--- src/rtl/lag_meter_pkg.sv ---
// Shared constants and state encoding for the lag meter.
// Defaults target a 74.25 MHz pixel clock with 1 us ticks.
package lag_meter_pkg;

    typedef enum logic [1:0] {
        IDLE  = 2'd0,
        COUNT = 2'd1,
        DONE  = 2'd2,
        TMO   = 2'd3
    } state_t;

    localparam int DEF_TICK_DIV      = 74;
    localparam int DEF_RESULT_WIDTH  = 24;
    localparam int DEF_TIMEOUT_TICKS = 500000;
    localparam int DEF_AVG_LOG2      = 3;

    localparam logic [DEF_RESULT_WIDTH-1:0] TIMEOUT_SENTINEL = '1;

endpackage

--- src/rtl/lag_meter_sync_rise.sv ---
// Two-flop synchroniser for the photodiode level plus a
// history flop that yields a one-cycle rising-edge pulse.
module sync_rise (
    input  logic clk,
    input  logic reset,
    input  logic in,
    output logic level,
    output logic rise
);

    logic s1;
    logic s2;
    logic hist;

    always_ff @(posedge clk) begin
        if (reset) begin
            s1   <= 1'b0;
            s2   <= 1'b0;
            hist <= 1'b0;
        end else begin
            s1   <= in;
            s2   <= s1;
            hist <= s2;
        end
    end

    assign level = s2;
    assign rise  = s2 & ~hist;

endmodule

--- src/rtl/lag_meter.sv ---
// Times start-to-sensor-rise in prescaled ticks and publishes the
// last result plus a power-of-two running average as stable words.
module lag_meter
    import lag_meter_pkg::*;
#(
    parameter int TICK_DIV      = DEF_TICK_DIV,
    parameter int RESULT_WIDTH  = DEF_RESULT_WIDTH,
    parameter int TIMEOUT_TICKS = DEF_TIMEOUT_TICKS,
    parameter int AVG_LOG2      = DEF_AVG_LOG2
) (
    input  logic                    clk,
    input  logic                    reset,
    input  logic                    start,
    input  logic                    sensor,
    output logic                    busy,
    output logic [RESULT_WIDTH-1:0] lagLast,
    output logic [RESULT_WIDTH-1:0] lagAvg,
    output logic                    lastValid,
    output logic                    avgValid,
    output logic                    timeout
);

    localparam int PW = (TICK_DIV > 1) ? $clog2(TICK_DIV) : 1;
    localparam int AW = RESULT_WIDTH + AVG_LOG2;

    localparam logic [PW-1:0] PRESC_LAST = PW'(TICK_DIV - 1);
    localparam logic [RESULT_WIDTH-1:0] CNT_LIMIT = RESULT_WIDTH'(TIMEOUT_TICKS);

    state_t                  state;
    logic [PW-1:0]           presc;
    logic [RESULT_WIDTH-1:0] cnt;
    logic [AW-1:0]           acc;
    logic [AVG_LOG2-1:0]     samples;

    logic sensor_level;
    logic sensor_rise;
    logic hit;
    logic tick;
    logic [AW-1:0] sum;

    sync_rise u_sync (
        .clk   (clk),
        .reset (reset),
        .in    (sensor),
        .level (sensor_level),
        .rise  (sensor_rise)
    );

    assign hit  = sensor_rise & sensor_level;
    assign tick = (presc == PRESC_LAST);
    assign sum  = acc + {{AVG_LOG2{1'b0}}, cnt};

    always_ff @(posedge clk) begin
        if (reset) begin
            state     <= IDLE;
            presc     <= '0;
            cnt       <= '0;
            acc       <= '0;
            samples   <= '0;
            busy      <= 1'b0;
            lagLast   <= '0;
            lagAvg    <= '0;
            lastValid <= 1'b0;
            avgValid  <= 1'b0;
            timeout   <= 1'b0;
        end else begin
            lastValid <= 1'b0;
            avgValid  <= 1'b0;
            unique case (state)
                IDLE: begin
                    presc <= '0;
                    if (start) begin
                        state <= COUNT;
                        busy  <= 1'b1;
                        cnt   <= '0;
                    end
                end
                COUNT: begin
                    // Rise wins over tick/start/limit; cnt is frozen as the result.
                    if (hit) begin
                        state <= DONE;
                        busy  <= 1'b0;
                    end else if (cnt == CNT_LIMIT) begin
                        state <= TMO;
                        busy  <= 1'b0;
                    end else if (start) begin
                        cnt   <= '0;
                        presc <= '0;
                    end else if (tick) begin
                        cnt   <= cnt + 1'b1;
                        presc <= '0;
                    end else begin
                        presc <= presc + 1'b1;
                    end
                end
                DONE: begin
                    state     <= IDLE;
                    lagLast   <= cnt;
                    lastValid <= 1'b1;
                    timeout   <= 1'b0;
                    if (&samples) begin
                        lagAvg   <= sum[AVG_LOG2 +: RESULT_WIDTH];
                        avgValid <= 1'b1;
                        acc      <= '0;
                        samples  <= '0;
                    end else begin
                        acc     <= sum;
                        samples <= samples + 1'b1;
                    end
                end
                TMO: begin
                    state     <= IDLE;
                    lagLast   <= '1;
                    lastValid <= 1'b1;
                    timeout   <= 1'b1;
                end
            endcase
        end
    end

endmodule

--- config.mk ---
export PLATFORM = sky130hd
export DESIGN_NAME = lag_meter
export DESIGN_NICKNAME = d
export VERILOG_FILES = /design/src/rtl/lag_meter_pkg.sv /design/src/rtl/lag_meter_sync_rise.sv /design/src/rtl/lag_meter.sv
export SDC_FILE = /design/constraint.sdc
export NUM_CORES = 1
export LEC_CHECK = 0
export ABC_AREA = 1
export BUFFER_PORTS_ARGS = -buffer_cell sky130_fd_sc_hd__buf_2
export CORE_MARGIN = 2
export CORE_UTILIZATION = 45
export CTS_CLUSTER_SIZE = 8
export DETAILED_ROUTE_END_ITERATION = 8
export PLACE_DENSITY = 0.68
export SLEW_MARGIN = 25
export SYNTH_ARGS = -nofsm -noshare
export SYNTH_HDL_FRONTEND = slang
export SYNTH_SLANG_ARGS = --single-unit
--- constraint.sdc ---
create_clock -name clk -period 2.54 [get_ports clk]
set_input_delay 0.127 -clock clk [delete_from_list [all_inputs] [get_ports clk]]
set_output_delay 0.127 -clock clk [all_outputs]
set_load 0.02 [all_outputs]
[Yosys cells after proc, flatten, opt, wreduce, memory -nomap -nowiden]
Cells that the tools add are included.
Operators by class
  add/subtract/negate cells: 4
  equal/unequal tests: 10
  multiplexer cells: 25
  bitwise operators: 4
  reduce and logical (&&, ||, !) cells: 11
Operators with widths (number)
  24-bit two-way mux: 5
  24-bit one-hot mux with 2 select lines: 2
  7-bit two-way mux: 4
  27-bit by 24-bit adder with 27-bit output: 1
  27-bit two-way mux: 1
  24-bit by 1-bit adder with 24-bit output, second input constant: 1
  24-bit by 19-bit equality test with 1-bit output, second input constant: 1
  7-bit one-hot mux with 2 select lines: 1
  3-bit AND reduction: 3
  7-bit by 1-bit adder with 7-bit output, second input constant: 1
  7-bit equality test, second input constant: 1
  2-bit two-way mux: 3
  2-bit inequality test, second input constant: 3
  3-bit inequality test, second input constant: 2
  2-bit one-hot mux with 3 select lines: 1
  1-bit two-way mux: 5
  5-bit AND reduction: 1
  2-bit equality test, second input constant: 2
  1-bit one-hot mux with 2 select lines: 2
  4-bit AND reduction: 1
  2-bit nonzero test: 2
  2-bit OR reduction: 2
  3-bit by 1-bit adder with 3-bit output, second input constant: 1
  3-bit two-way mux: 1
  other kinds (5): 7
Word-level totals
  register bits: 118
  input bits: 4
  output and inout bits: 52
  logic and storage cells: 68

[Longest topological paths before layout]
  depth in word-level cells: 6
  gate-level depth with buffers: 16
  gate-level depth less buffers: 16

[Cells and area by module]
A second synthesis with hierarchy kept.
Second synthesis, totals
  cell total of the unflattened synthesis: 1089
  area total of the unflattened synthesis: 6990.5 µm²
By module, submodules not included
  lag_meter: times used 1, cells each 1079, area each 6904.1 µm², seq. area each 2302.2 µm²
  sync_rise: times used 1, cells each 10, area each 86.3 µm², seq. area each 60.1 µm²

[Least setup slack after synthesis]
Ideal clock, no wire load.
  kind: register to register
  start: reg cnt[0]
  end: reg lagAvg[17]
  setup time: 0.109 ns
  data arrival time: 1.852 ns
  required time: 2.431 ns
  slack: 0.580 ns
  stages on the path, launching flop included: 16
  path buffers: 0
  period minus slack after synthesis: 1.960 ns
  path through: dfxtp_1 > ha_1 > inv_1 > fa_1 > inv_1 > nand3_1 > nand3_1 > nand2_1 > nand2_1 > nand2_1 > nand2_1 > nand2_1 > nand3_1 > nand3_1 > nand2_1 > inv_1
Between the ends
  longest elaborated chain between the ends: 1
Ends and longest elaborated chain
  start, declared: line lag_meter.sv:31  | logic [RESULT_WIDTH-1:0] cnt;
  start signal, assigned: line lag_meter.sv:90  | cnt <= cnt + 1'b1;
  27-bit by 24-bit adder with 27-bit output: line lag_meter.sv:51  | assign sum = acc + {{AVG_LOG2{1'b0}}, cnt};
  end signal, assigned: line lag_meter.sv:102  | lagAvg <= sum[AVG_LOG2 +: RESULT_WIDTH];
  end, declared: line lag_meter.sv:17  | output logic [RESULT_WIDTH-1:0] lagAvg,
Every way passes these cells.
A chain may end at the register's enable or synchronous reset.

[Worst setup path in the final report]
Ends and elaborated chain as after synthesis.

==> flow_summary.yaml <==
timing:
  fmax_mhz: 435
  hold_slack_ns: 0.169
  finalHoldViolations: 0
  rsz0062_at_grt: "false"
  setup_viol: 0
  tightest_slew_ns: 0.637
  slew_violations: 0
  min_period_over_period: 0.906
  fin_crit_ns: 2.30
  tns_ns: 0
  finClkSkew_ns: 0.00977
  fin_ws_ns: 0.240
  slew_headroom: 0.574
layout:
  area_delta_synth_final_pct: 15.7
  seqCellArea_mm2: 0.00236
  multi_input_area_mm2: 0.00369
  layout-drive-gt1-share: 0.113
  nNetsFinal: 1154
  num-fill-cells: 1482
  diodes: 0
setup_path:
  cp_common_cell: "nand2_1"
  slowest_stage: "dfxtp_1"
  cp_top_family: "simple AND/OR/NAND/NOR gates"
  arrival_ns: 2.63
  critPathMaxFanout: 5
  critical_path.endpoint_type: "flip-flop"
  path_class: "flip-flop to flip-flop"
  required_ns: 2.87
  crit_path_start_kind: "flip-flop"
  crit_buf_inv: 3
  path_cells: "ha_1 > inv_1 > fa_1 > inv_1 > nand3_1 > nand3_1 > nand2_1 > nand2_1 > nand2_1 > nand2_1 > nand2_1 > nand3_1 > nand3_1 > nand2_1 > inv_1"
  max_stage_delay_ns: 0.40
yosys:
  syn_inst: 1064
  yosysWarnings: 0
  synth_nets: 1099
  yosysTopAreaCell: "dfxtp_1"
  ys_ff_latch: 118
  ys.flop_type: "dfxtp_1"
  yosys-top-cells-count: "301 x nand2_1, 144 x inv_1, 141 x nor2_1"
  synth_edf_count: 0
  postSynth.asyncResetShare: 0
  ys_types: 39
  synthTopCellsByArea: "dfxtp_1 35%, nand2_1 17%, inv_1 7.9%"
  ys_seq_area_frac: 0.347
  yosysMostFrequentCell: "nand2_1"
  synth_top_area_share: 0.347
  syn_avg_cell_area_um2: 6.39
  netlist_area_mm2: 0.00680
detailed_routing:
  drt-initial-drc-count: 580
  drt-total-wl_um: 18100
  drc: 0
  wl_per_cell_um: 13.8
  num_vias: 6727
  antenna_left: 0
  viasPerCell: 5.11
  firstDrtPassIters: 5
die:
  initial_core_util: 0.465
  rows: 44
  die_w_um: 127
  die_area_mm2: 0.0161
  ios: 56
  die_h_um: 127
  core_mm2: 0.0146
global_route:
  grt_max_degree: 45
  antenna_found_initial: 0
  grt-ovfl-total: 0
  grt_pass1_wl_um: 30100
  grt_pass1_vias: 6071
  grt_use_total: 0.235
clock_tree:
  cts_setup_buffers: 0
  cts_max_level: 4
  hold_buffers: 1
  cts_resized: 0
  clock_sinks: 118
  clk_pin_slew_ns: 0.06
  clk-insertion-delay-late_ns: 0.43
  cts_tree: "yes"
  cts_buffers: 17
  clockRootBuffer: "clkbuf_16"
  cts_buffer_depth: 2
power_and_ir_drop:
  seq_power_share: 0.397
  clkPwrFrac: 0.522
  peakVddDrop_mv: 0.515
  p_sw_frac: 0.255
  p_per_area_mw_per_mm2: 625
  combPwrFrac: 0.081
  p_leak_nw: 3.78
  netSwitchingPower_w: 0.00126
  p_int_w: 0.00366
run:
  drv_cap: 0
placed_design:
  dp_hpwl_um: 13500
  portBuffers: 55
  place_ws_ns: 0.307
  gp_congestion: 0.996
run_status:
  status: "finished clean"
worst_hold_path:
  hold_path.class: "primary input to flip-flop"
[logic make-up after synthesis]
| family | Yosys count | share of synthesized area |
|---|---|---|
| simple gates | 551 | 0.336 |
| buf+inv | 188 | 0.110 |
| compound gates | 157 | 0.124 |
| flops | 118 | 0.347 |
| fa+ha+maj | 31 | 0.0581 |
| xor+xnor | 19 | 0.0245 |
[sequential cells by signal, summed over array words and instances (netlist names), 2 cells and up]
signal   flops
acc         27
presc        7
lagAvg      24
state        2
lagLast     24
cnt         24
samples      3
[path summary, 6_finish.rpt]
| path | from | endpoint | slack [ns] | depth (start not counted) |
|---|---|---|---|---|
| max | cnt[0] | lagAvg[17] | 0.24 | 15 |
| min | start | cnt[4] | 0.17 | 4 |
| max reg2reg | cnt[0] | lagAvg[17] | 0.24 | 15 |
| min reg2reg | u_sync.s1 | u_sync.level | 0.40 | 2 |
[layer usage]
metal | GRT usage | vias to the layer above | wire length [um]
met5 | 0 | - | 0
met4 | 0.0679 | 0 | 272
met3 | 0.0540 | 28 | 1150
met2 | 0.363 | 183 | 7930
met1 | 0.330 | 3035 | 8780
li1 | - | 3481 | -
[worst register-to-register path: cells and delay by family, from the launching register on]
kind          cells  cell delay, ns
simple gates     10            1.00
fa+ha+maj         2            0.62
flops             1            0.40
buf+inv           3            0.18
[final cells by class]
class                   instances  area share
multi-input cells             758       0.469
flip-flops and latches        118       0.300
repair buffers                 66      0.0458
clock inverters                15      0.0256
well taps                     184      0.0293
inverters                     158      0.0757
clock buffers                  17      0.0541
[power by group through the flow]
| stage | sequential, W | combinational, W | clock [W] |
|---|---|---|---|
| 3_5_place_dp | 0.00199 | 0.000391 | 0 |
| 2_1_floorplan | 0.00202 | 0.000257 | 0 |
| 5_1_grt | 0.00196 | 0.000443 | 0.00268 |
| 6_report | 0.00195 | 0.000397 | 0.00257 |
| 4_1_cts | 0.00195 | 0.000395 | 0.00260 |
| 3_3_place_gp | 0.00199 | 0.000387 | 0 |
[placed cells by master, fill, tap and decap left out, types with 3 or more instances in the layout]
| cell type | count |
|---|---|
| buf_4 | 10 |
| o21ai_1 | 19 |
| o21bai_1 | 4 |
| nand4_1 | 19 |
| dfxtp_1 | 118 |
| nor2_2 | 5 |
| inv_2 | 12 |
| inv_6 | 3 |
| nor2_1 | 141 |
| a21oi_1 | 70 |
| nand3_1 | 57 |
| o211ai_1 | 5 |
| a22o_1 | 5 |
| clkinvlp_4 | 6 |
| clkbuf_16 | 17 |
| o21ai_0 | 49 |
| buf_2 | 55 |
| inv_1 | 144 |
| bufinv_16 | 4 |
| ha_1 | 30 |
| xnor2_1 | 10 |
| xor2_1 | 9 |
| nand2_1 | 301 |
| nor3_1 | 12 |
| nor4_1 | 4 |
[through the flow]
| stage | cell area (um^2) | util | total power [W] | cells |
|---|---|---|---|---|
| floorplan | 6800 | - | 0.00228 | 1064 |
| global placement | 7230 | 0.494 | 0.00238 | 1283 |
| detailed placement | 7230 | 0.494 | 0.00238 | 1283 |
| CTS | 7870 | 0.537 | 0.00495 | 1316 |
| global route | 7870 | 0.537 | 0.00509 | 1316 |
| finish | 7870 | 0.537 | 0.00492 | 1316 |
Note: power is estimated with default switching activity, not from simulation.
